**src/rtl/nn_pkg.sv**
```systemverilog
// Shared fixed-point constants, saturation helper and sequencer state encoding
// for the neuron datapath; reused by the layer controller.
package nn_pkg;

    localparam int NN_FRAC_BITS = 16;
    localparam int DATA_W       = 32;

    localparam logic [DATA_W-1:0] SAT_MAX = 32'h7FFF_FFFF;
    localparam logic [DATA_W-1:0] SAT_MIN = 32'h8000_0000;

    typedef enum logic [2:0] {
        ST_IDLE,
        ST_RUN,
        ST_DRAIN,
        ST_BIAS,
        ST_FINISH
    } mac_state_e;

    // Clamp a sign-extended accumulator value to the signed 32-bit range.
    function automatic logic [DATA_W-1:0] sat32(input logic signed [63:0] v);
        if (v > 64'sh0000_0000_7FFF_FFFF) begin
            return SAT_MAX;
        end else if (v < 64'shFFFF_FFFF_8000_0000) begin
            return SAT_MIN;
        end else begin
            return v[DATA_W-1:0];
        end
    endfunction

endpackage

```
**src/rtl/neuron_mac_ctrl_if.sv**
```systemverilog
// Bundle between the neuron sequencer and its layer controller / memories.
// master = layer side (drives start, bias and memory read data); slave = neuron.
interface neuron_mac_ctrl_if;
    import nn_pkg::*;

    logic              start;
    logic              busy;
    logic              done;
    logic [DATA_W-1:0] rd_addr;
    logic [DATA_W-1:0] w_data;
    logic [DATA_W-1:0] x_data;
    logic [DATA_W-1:0] bias;
    logic [DATA_W-1:0] result;

    modport master (
        output start, w_data, x_data, bias,
        input  busy, done, rd_addr, result
    );

    modport slave (
        input  start, w_data, x_data, bias,
        output busy, done, rd_addr, result
    );

endinterface

```
**src/rtl/neuron_mac_ctrl_fx_mul_shift.sv**
```systemverilog
// Registered signed 32x32 multiply rescaled by >>FRAC_BITS to the accumulator width.
// One cycle latency; clr wins over en, and the register holds when en is low.
module fx_mul_shift
    import nn_pkg::*;
#(
    parameter int FRAC_BITS = NN_FRAC_BITS,
    parameter int ACC_W     = 48
) (
    input  logic                    clk,
    input  logic                    rst,
    input  logic                    clr,
    input  logic                    en,
    input  logic [DATA_W-1:0]       a,
    input  logic [DATA_W-1:0]       b,
    output logic signed [ACC_W-1:0] prod,
    output logic                    prod_vld
);

    logic signed [63:0]      full;
    logic signed [63:0]      scaled;
    logic signed [ACC_W-1:0] prod_d, prod_q;
    logic                    vld_d, vld_q;

    always_comb begin
        full   = 64'($signed(a)) * 64'($signed(b));
        scaled = full >>> FRAC_BITS;
        prod_d = prod_q;
        vld_d  = vld_q;
        if (clr) begin
            prod_d = '0;
            vld_d  = 1'b0;
        end else if (en) begin
            prod_d = scaled[ACC_W-1:0];
            vld_d  = 1'b1;
        end
    end

    always_ff @(posedge clk or posedge rst) begin
        if (rst) begin
            prod_q <= '0;
            vld_q  <= 1'b0;
        end else begin
            prod_q <= prod_d;
            vld_q  <= vld_d;
        end
    end

    assign prod     = prod_q;
    assign prod_vld = vld_q;

endmodule

```
**src/rtl/neuron_mac_ctrl.sv**
```systemverilog
// Walks the weight/input address space, accumulates the Q16.16 dot product plus bias
// and presents a saturated result with a one-cycle done pulse; start is ignored while busy.
module neuron_mac_ctrl
    import nn_pkg::*;
#(
    parameter int NUM_INPUTS = 784,
    parameter int FRAC_BITS  = NN_FRAC_BITS,
    parameter int ACC_W      = 48
) (
    input  logic             clk,
    input  logic             rst,
    neuron_mac_ctrl_if.slave bus
);

    localparam logic [DATA_W-1:0] LAST_ADDR = DATA_W'(NUM_INPUTS - 1);

    mac_state_e              state_d, state_q;
    logic [DATA_W-1:0]       addr_d, addr_q;
    logic signed [ACC_W-1:0] acc_d, acc_q;
    logic [DATA_W-1:0]       result_d, result_q;
    logic                    done_d, done_q;

    logic                    mul_clr;
    logic                    mul_en;
    logic signed [ACC_W-1:0] prod;
    logic                    prod_vld;

    fx_mul_shift #(
        .FRAC_BITS (FRAC_BITS),
        .ACC_W     (ACC_W)
    ) u_mul (
        .clk      (clk),
        .rst      (rst),
        .clr      (mul_clr),
        .en       (mul_en),
        .a        (bus.w_data),
        .b        (bus.x_data),
        .prod     (prod),
        .prod_vld (prod_vld)
    );

    always_comb begin
        state_d  = state_q;
        addr_d   = addr_q;
        acc_d    = acc_q;
        result_d = result_q;
        done_d   = 1'b0;
        mul_clr  = 1'b0;
        mul_en   = 1'b0;
        unique case (state_q)
            ST_IDLE: begin
                if (bus.start) begin
                    state_d = ST_RUN;
                    addr_d  = '0;
                    acc_d   = '0;
                    mul_clr = 1'b1;
                end
            end
            ST_RUN: begin
                // The product register lags the address by one cycle.
                mul_en = 1'b1;
                if (prod_vld) begin
                    acc_d = acc_q + prod;
                end
                if (addr_q == LAST_ADDR) begin
                    state_d = ST_DRAIN;
                end else begin
                    addr_d = addr_q + 1'b1;
                end
            end
            ST_DRAIN: begin
                acc_d   = acc_q + prod;
                state_d = ST_BIAS;
            end
            ST_BIAS: begin
                acc_d   = acc_q + ACC_W'($signed(bus.bias));
                state_d = ST_FINISH;
            end
            ST_FINISH: begin
                result_d = sat32(64'(acc_q));
                done_d   = 1'b1;
                addr_d   = '0;
                state_d  = ST_IDLE;
            end
            default: begin
                state_d = ST_IDLE;
            end
        endcase
    end

    always_ff @(posedge clk or posedge rst) begin
        if (rst) begin
            state_q  <= ST_IDLE;
            addr_q   <= '0;
            acc_q    <= '0;
            result_q <= '0;
            done_q   <= 1'b0;
        end else begin
            state_q  <= state_d;
            addr_q   <= addr_d;
            acc_q    <= acc_d;
            result_q <= result_d;
            done_q   <= done_d;
        end
    end

    assign bus.busy    = (state_q != ST_IDLE);
    assign bus.done    = done_q;
    assign bus.rd_addr = addr_q;
    assign bus.result  = result_q;

endmodule
```
**src/flat_wrapper.sv**
```systemverilog
// flat-port wrapper written by rule: the top's interface ports become plain ports
module neuron_mac_ctrl_flat import nn_pkg::*;
#(
    parameter int NUM_INPUTS = 784,
    parameter int FRAC_BITS  = NN_FRAC_BITS,
    parameter int ACC_W      = 48
)
  (clk, rst, bus_start, bus_w_data, bus_x_data, bus_bias, bus_busy, bus_done, bus_rd_addr, bus_result);
  neuron_mac_ctrl_if bus_i ();
  input  logic clk;
  input  logic rst;
  input wire logic [$bits(bus_i.start)-1:0] bus_start;
  input wire logic [$bits(bus_i.w_data)-1:0] bus_w_data;
  input wire logic [$bits(bus_i.x_data)-1:0] bus_x_data;
  input wire logic [$bits(bus_i.bias)-1:0] bus_bias;
  output wire logic [$bits(bus_i.busy)-1:0] bus_busy;
  output wire logic [$bits(bus_i.done)-1:0] bus_done;
  output wire logic [$bits(bus_i.rd_addr)-1:0] bus_rd_addr;
  output wire logic [$bits(bus_i.result)-1:0] bus_result;
  assign bus_i.start = bus_start;
  assign bus_i.w_data = bus_w_data;
  assign bus_i.x_data = bus_x_data;
  assign bus_i.bias = bus_bias;
  assign bus_busy = bus_i.busy;
  assign bus_done = bus_i.done;
  assign bus_rd_addr = bus_i.rd_addr;
  assign bus_result = bus_i.result;
  neuron_mac_ctrl #(.NUM_INPUTS(NUM_INPUTS), .FRAC_BITS(FRAC_BITS), .ACC_W(ACC_W)) u_core (.clk(clk), .rst(rst), .bus(bus_i));
endmodule
```
**config.mk**
```make
export PLATFORM = sky130hd
export DESIGN_NAME = neuron_mac_ctrl_flat
export DESIGN_NICKNAME = d
export VERILOG_FILES = /design/src/rtl/nn_pkg.sv /design/src/rtl/neuron_mac_ctrl_if.sv /design/src/rtl/neuron_mac_ctrl_fx_mul_shift.sv /design/src/rtl/neuron_mac_ctrl.sv /design/src/flat_wrapper.sv
export SDC_FILE = /design/constraint.sdc
export NUM_CORES = 2
export LEC_CHECK = 0
export CORE_UTILIZATION = 35
export CTS_BUF_LIST = sky130_fd_sc_hd__clkbuf_8
export CTS_CLUSTER_DIAMETER = 100
export DETAILED_ROUTE_END_ITERATION = 10
export SLEW_MARGIN = 20
export SYNTH_ARGS = -nofsm -noshare
export SYNTH_HDL_FRONTEND = slang
export SYNTH_SLANG_ARGS = --single-unit
```
**constraint.sdc**
```tcl
create_clock -name clk -period 6.32 [get_ports clk]
set_input_delay 0.632 -clock clk [delete_from_list [all_inputs] [get_ports clk]]
set_output_delay 0.632 -clock clk [all_outputs]
set_load 0.005 [all_outputs]
```
# Word level (Yosys, flattened, before mapping)
# Index checks and enable logic that the tools add are counted.
# word_totals
regBits	165
latch_bits	0
mem_bits_rw	0
rom_bits	0
inputBits	99
output_inout_bits	66
mem_count	0
# classes
addsub	3
n_mul	1
div_mod_pow	0
n_lt_le_gt_ge	2
n_eq_ne	9
shifts	0
mux	19
n_bitwise	0
n_reduce_logical	8
# op_table
cell	n
2-to-1 mux 48 bit	4
case mux 48 bit (4 select lines)	1
2-to-1 mux 32 bit	4
case mux 32 bit (3 select lines)	1
multiplier 32 x 32 -> 64 bit	1
adder 48 x 32 -> 48 bit	1
adder 48 bit	1
greater-than comparator 48 x 32 -> 1 bit (second input constant)	1
< comparator 48 x 32 -> 1 bit (second input constant)	1
adder 32 x 1 -> 32 bit (second input constant)	1
equality test 32 x 10 -> 1 bit (second input constant)	1
case mux 3 bit (4 select lines)	1
equality test 3 x 2 -> 1 bit (second input constant)	2
2-to-1 mux 1 bit	6
2-to-1 mux 3 bit	2
inequality test 2 bit (second input constant)	3
AND reduction 3 bit	2
nonzero test 3 bit	2
nonzero test 4 bit	1
equality test 3 x 1 -> 1 bit (second input constant)	1
equality test 3 bit (second input constant)	1
zero test 3 bit	1
inequality test 2 x 1 -> 1 bit (second input constant)	1
AND reduction 2 bit	1
nonzero test 2 bit	1

# Depth between registers and ports, before layout
# logic_depth
word_depth	4
depth_mapped	28

# By module
# A second synthesis with hierarchy kept.
# hier_totals
hier_cells	4938
area_unflattened_um2	45479.9
# by_module_without_submodules
module	instances	cells_per_inst	area_per_inst_um2
fx_mul_shift	1	3893	37345.8
neuron_mac_ctrl	1	1045	8134.1

# Least setup slack after synthesis
# OpenSTA, ideal clock, no wires.
# synth_path
path_type	input-to-reg
start	in bus_x_data[2]
end	reg u_core.u_mul.prod_q[47] (netlist: u_core.u_mul.prod[47])
arrival_time_ns	7.924
t_required_ns	6.251
path_slack_ns	-1.673
path_stages	23
n_path_buf	2
cell_sequence	clkbuf_1 -> nand2_1 -> inv_1 -> fa_1 -> fa_1 -> fa_1 -> fa_1 -> inv_1 -> fa_1 -> inv_1 -> fa_1 -> fa_1 -> fa_1 -> ha_1 -> clkbuf_1 -> nand4_1 -> nor3_1 -> nor4_1 -> o22ai_1 -> a31oi_4 -> o31a_1 -> or4b_1 -> nand3_1
# synth_between
elab_chain_cells	3
# synth_lines
element	line_no	rtl
from (decl)	flat_wrapper.sv:14	input wire logic [$bits(bus_i.x_data)-1:0] bus_x_data;
multiplier 32 x 32 -> 64 bit	neuron_mac_ctrl_fx_mul_shift.sv:25	full = 64'($signed(a)) * 64'($signed(b));
2-to-1 mux 48 bit	neuron_mac_ctrl_fx_mul_shift.sv:32	end else if (en) begin
2-to-1 mux 48 bit	neuron_mac_ctrl_fx_mul_shift.sv:29	if (clr) begin
to (signal assigned)	neuron_mac_ctrl_fx_mul_shift.sv:43	prod_q <= prod_d;
to (decl)	neuron_mac_ctrl_fx_mul_shift.sv:21	logic signed [ACC_W-1:0] prod_d, prod_q;
# No other way between the ends. The select of a mux whose other input is x is not followed.
# A chain may end at the register's enable or synchronous reset.

# Worst setup path in the final report
# layout_path
start	in bus_x_data[5]
end	reg u_core.u_mul.prod_q[47] (netlist: u_core.u_mul.prod[47])
# Same word-level chain as after synthesis.

==> run_summary.xml <==
<?xml version="1.0" encoding="UTF-8"?>
<metrics>
  <group name="synth">
    <metric name="cell_taking_the_most_area_after_synthesis" unit="">sky130_fd_sc_hd__fa_1</metric>
    <metric name="ys_dominant_reg_cell" unit="">sky130_fd_sc_hd__dfrtp_1</metric>
    <metric name="syn-mean-instance-area" unit="um^2">9.37</metric>
    <metric name="postSynthNetCount" unit="">6195</metric>
    <metric name="synth_sequential_area_ratio" unit="%">9.21</metric>
    <metric name="post_synth_inst_count" unit="">4786</metric>
    <metric name="yosys_top_cell_area_share" unit="%">48.3</metric>
    <metric name="yosys.cell_count.top_type" unit="">sky130_fd_sc_hd__fa_1</metric>
    <metric name="ys_top_cells_by_count" unit="">sky130_fd_sc_hd__fa_1, sky130_fd_sc_hd__inv_1, sky130_fd_sc_hd__nand2_1</metric>
    <metric name="synth-seq-cells" unit="">165</metric>
    <metric name="post_synth_instance_area" unit="um^2">44900</metric>
    <metric name="synth_async_sr_flop_share" unit="%">100</metric>
    <metric name="yosysWarnings" unit="">0</metric>
    <metric name="netlist_top_cells_area" unit="">sky130_fd_sc_hd__fa_1, sky130_fd_sc_hd__dfrtp_1, sky130_fd_sc_hd__inv_1</metric>
    <metric name="ys_types" unit="">81</metric>
    <metric name="synth_enable_flop_cells" unit="">0</metric>
  </group>
  <group name="worst_setup_path">
    <metric name="worst-endpoint-required" unit="ns">6.75</metric>
    <metric name="critPathLaunchType" unit="">input pin</metric>
    <metric name="worstSetupPathType" unit="">input pin to register</metric>
    <metric name="cp-end-kind" unit="">register</metric>
    <metric name="r2r_start" unit="">u_core.state_q[0]</metric>
    <metric name="crit_start" unit="">bus_x_data[5]</metric>
    <metric name="timing.critical_path.fanout_max" unit="">6</metric>
    <metric name="arrival" unit="ns">7.80</metric>
  </group>
  <group name="global_routing">
    <metric name="grt-ovfl-total" unit="">0</metric>
    <metric name="gr-max-usage-layer" unit="">met2</metric>
    <metric name="grt_util_met1" unit="%">28.4</metric>
    <metric name="globalRouteMet3Util" unit="%">3.41</metric>
    <metric name="gr-usage-met2" unit="%">38.3</metric>
    <metric name="grt_pass1_wl" unit="mm">222</metric>
    <metric name="grt_antenna_before_repair" unit="">3</metric>
    <metric name="first_global_vias" unit="">38100</metric>
    <metric name="global_route_usage_over_all_layers" unit="%">22.2</metric>
    <metric name="pin_count_of_the_biggest_net_entering_global_routing" unit="">73</metric>
  </group>
  <group name="routing">
    <metric name="viasPerCell" unit="">4.99</metric>
    <metric name="wl_per_cell" unit="um">20.0</metric>
    <metric name="routed_wl" unit="mm">141</metric>
    <metric name="drt_iter0_markers" unit="">2232</metric>
    <metric name="drt_drc_violations_left" unit="">0</metric>
    <metric name="pre_antenna_drt_iters" unit="">6</metric>
    <metric name="via_total_after_detailed_routing" unit="">35300</metric>
    <metric name="final_antenna_net_count" unit="">0</metric>
  </group>
  <group name="placement">
    <metric name="pre_cts_slack" unit="ns">-2.28</metric>
    <metric name="detailed_place.area" unit="um^2">52400</metric>
    <metric name="numPortBuffers" unit="">164</metric>
    <metric name="dp.final_hpwl" unit="mm">103</metric>
    <metric name="place.gp.congestion" unit="">0.896</metric>
  </group>
  <group name="timing">
    <metric name="timing.final.crit_period" unit="ns">7.37</metric>
    <metric name="fin_crit_sh" unit="%">117</metric>
    <metric name="worst_slew_pin_slew" unit="ns">0.938</metric>
    <metric name="hold_violations" unit="">0</metric>
    <metric name="layout_setup_ws" unit="ns">-1.05</metric>
    <metric name="timing.slew.headroom" unit="%">37.5</metric>
    <metric name="timing.clock.skew" unit="ns">0.0181</metric>
    <metric name="report.final.slew_viol_count" unit="">0</metric>
    <metric name="setup_total_negative_slack" unit="ns">-33.76</metric>
    <metric name="max_freq" unit="GHz">0.136</metric>
    <metric name="unrepaired_setup_endpoints_after_global_routing" unit="">yes</metric>
    <metric name="report.final.setup_viol" unit="">48</metric>
    <metric name="fin_hold_ws" unit="ns">0.490</metric>
  </group>
  <group name="clocking">
    <metric name="insertion_delay_of_the_later_clocked_pin_in_the_worst_skew_pair" unit="ns">0.50</metric>
    <metric name="worst_setup_hold_path_clk_slew" unit="ns">0.09</metric>
    <metric name="tritoncts" unit="">built</metric>
    <metric name="cts_root_buf" unit="">sky130_fd_sc_hd__clkbuf_8</metric>
    <metric name="ctsHtreeMaxLevel" unit="">4</metric>
    <metric name="holdBufCountCts" unit="">0</metric>
    <metric name="cts_buffer_depth" unit="">2</metric>
    <metric name="cts_inserted_buffers" unit="">17</metric>
    <metric name="cts_sinks" unit="">165</metric>
  </group>
  <group name="die">
    <metric name="fp.dieH" unit="um">360</metric>
    <metric name="die_area" unit="um^2">130000</metric>
    <metric name="initial_utilization" unit="%">35.5</metric>
    <metric name="count_of_standard_cell_rows" unit="">130</metric>
    <metric name="coreArea" unit="um^2">126000</metric>
    <metric name="die-width" unit="um">360</metric>
    <metric name="ios" unit="">165</metric>
  </group>
  <group name="outcome">
    <metric name="failed_checks" unit="">negative setup slack</metric>
    <metric name="run_status" unit="">finished with violations</metric>
  </group>
  <group name="job">
    <metric name="max_cap_violations" unit="">0</metric>
  </group>
  <group name="finish">
    <metric name="design.final.nets" unit="">6825</metric>
    <metric name="postLayoutCellArea" unit="um^2">58600</metric>
    <metric name="area_delta_synth_final" unit="%">30.6</metric>
    <metric name="final_layout_size_suffix_gt1_share" unit="%">23.4</metric>
  </group>
  <group name="min_path">
    <metric name="worst_hold_path_type" unit="">register to register</metric>
    <metric name="min-delay-start" unit="">u_core.u_mul.prod_vld</metric>
  </group>
</metrics>
## what timing repair did
item                                    4_1_cts  5_1_grt
buffers inserted                            150       55
resized for setup                           846      189
pin swaps                                   298      197
cloned                                       61        3
endpoints found under the setup margin       48       48
## path summary, 6_finish.rpt
kind                                              end  slack (ns)  cells after the start
worst max register to register       u_core.acc_q[47]        1.14                     15
min in group asynchronous        u_core.bus.result[8]        0.60                      2
worst min-delay path            u_core.u_mul.prod_vld        0.49                      2
worst min register to register  u_core.u_mul.prod_vld        0.49                      2
max in group asynchronous       u_core.u_mul.prod[32]        4.32                      3
worst max-delay path            u_core.u_mul.prod[47]       -1.05                     25
## final cells by class
type | count | area, um^2
fillers | 11700 | 67800
flip-flops and latches | 165 | 4130
inverters | 967 | 3640
repair buffers | 854 | 10200
diodes | 1 | 2.50
clock buffers | 17 | 234
well taps | 1650 | 2060
clock inverters | 14 | 165
multi-input cells | 3411 | 38100
## critical path, stage by stage
cell and delay [ns]:
sky130_fd_sc_hd__buf_12 0.13, sky130_fd_sc_hd__buf_12 0.14, sky130_fd_sc_hd__and2_4 0.14, sky130_fd_sc_hd__fa_1 0.56, sky130_fd_sc_hd__fa_2 0.46, sky130_fd_sc_hd__fa_1 0.54, sky130_fd_sc_hd__inv_2 0.04, sky130_fd_sc_hd__fa_1 0.54
sky130_fd_sc_hd__inv_2 0.04, sky130_fd_sc_hd__fa_1 0.49, sky130_fd_sc_hd__fa_2 0.59, sky130_fd_sc_hd__fa_1 0.45, sky130_fd_sc_hd__fa_1 0.50, sky130_fd_sc_hd__ha_4 0.30, sky130_fd_sc_hd__and3_4 0.21, sky130_fd_sc_hd__nand3_4 0.09
sky130_fd_sc_hd__o22a_1 0.22, sky130_fd_sc_hd__and3_4 0.19, sky130_fd_sc_hd__a21boi_4 0.15, sky130_fd_sc_hd__and3_4 0.25, sky130_fd_sc_hd__a31oi_4 0.12, sky130_fd_sc_hd__o31a_1 0.29, sky130_fd_sc_hd__buf_6 0.14, sky130_fd_sc_hd__or4b_1 0.48
sky130_fd_sc_hd__nand3_1 0.08
## registers in the layout, summed over array words and instances, names as in the netlist
register,cells
u_core.bus.done,1
u_core.u_mul.prod_vld,1
u_core.u_mul.prod,48
u_core.bus.result,32
u_core.acc_q,48
u_core.bus.rd_addr,32
u_core.state_q,3
## kinds of logic (layout without fill, tap and decap cells)
group	after synthesis	after routing	share of synthesized area (%)
adder cells (fa/ha/maj)	1310	1310	54.7
AO/OA/AOI/OAI	442	442	6.23
AND/OR/NAND/NOR	1502	1502	16.5
buffers and inverters	1210	1852	10.1
flip-flops	165	165	9.21
XOR/XNOR	120	120	2.34
multiplexers	37	37	0.915
other	0	1	0
## metal layers
metal  routed length [um]  vias up
li1                     -    15600
met1                56500    18500
met2                70900     1001
met3                 8620      252
met4                 5380        0
met5                    0        -
## through the flow
stage               std cells  utilization [%]
finish                   7079             46.3
global route             7078             46.3
CTS                      7033             45.5
detailed placement       6796             41.5
global placement         6795             41.5
floorplan                4786                -
## layout by cell type, fill, tap and decap left out, types with 12 or more instances in the layout
master | Yosys | layout
sky130_fd_sc_hd__dfrtp_1 | 165 | 165
sky130_fd_sc_hd__and2_4 | 0 | 70
sky130_fd_sc_hd__ha_4 | 0 | 36
sky130_fd_sc_hd__buf_12 | 0 | 124
sky130_fd_sc_hd__nand3_1 | 35 | 33
sky130_fd_sc_hd__buf_8 | 0 | 29
sky130_fd_sc_hd__clkbuf_8 | 0 | 17
sky130_fd_sc_hd__nand2b_1 | 22 | 21
sky130_fd_sc_hd__o21ai_0 | 113 | 68
sky130_fd_sc_hd__fa_1 | 1082 | 966
sky130_fd_sc_hd__clkdlybuf4s50_1 | 0 | 100
sky130_fd_sc_hd__o21a_1 | 20 | 19
sky130_fd_sc_hd__and2_1 | 513 | 443
sky130_fd_sc_hd__fa_2 | 0 | 116
sky130_fd_sc_hd__buf_16 | 0 | 37
sky130_fd_sc_hd__a21oi_4 | 0 | 12
sky130_fd_sc_hd__nand2_2 | 0 | 29
sky130_fd_sc_hd__mux2_2 | 32 | 32
sky130_fd_sc_hd__nand4_1 | 25 | 25
sky130_fd_sc_hd__nand2_1 | 686 | 646
sky130_fd_sc_hd__o21ai_1 | 24 | 54
sky130_fd_sc_hd__buf_4 | 0 | 410
sky130_fd_sc_hd__a21oi_1 | 120 | 91
sky130_fd_sc_hd__ha_1 | 228 | 189
sky130_fd_sc_hd__and3_1 | 21 | 18
sky130_fd_sc_hd__xnor2_1 | 62 | 47
sky130_fd_sc_hd__buf_6 | 0 | 110
sky130_fd_sc_hd__xor2_1 | 58 | 54
sky130_fd_sc_hd__inv_1 | 965 | 904
sky130_fd_sc_hd__a21oi_2 | 2 | 19
sky130_fd_sc_hd__a21o_1 | 50 | 50
sky130_fd_sc_hd__nor2_1 | 121 | 112
sky130_fd_sc_hd__bufbuf_16 | 0 | 22
sky130_fd_sc_hd__o21bai_1 | 19 | 16
sky130_fd_sc_hd__inv_2 | 2 | 59
Power is left out: the tool's default activity adds up to more than one toggle a clock period on the data nets, which glitch-free logic cannot reach.
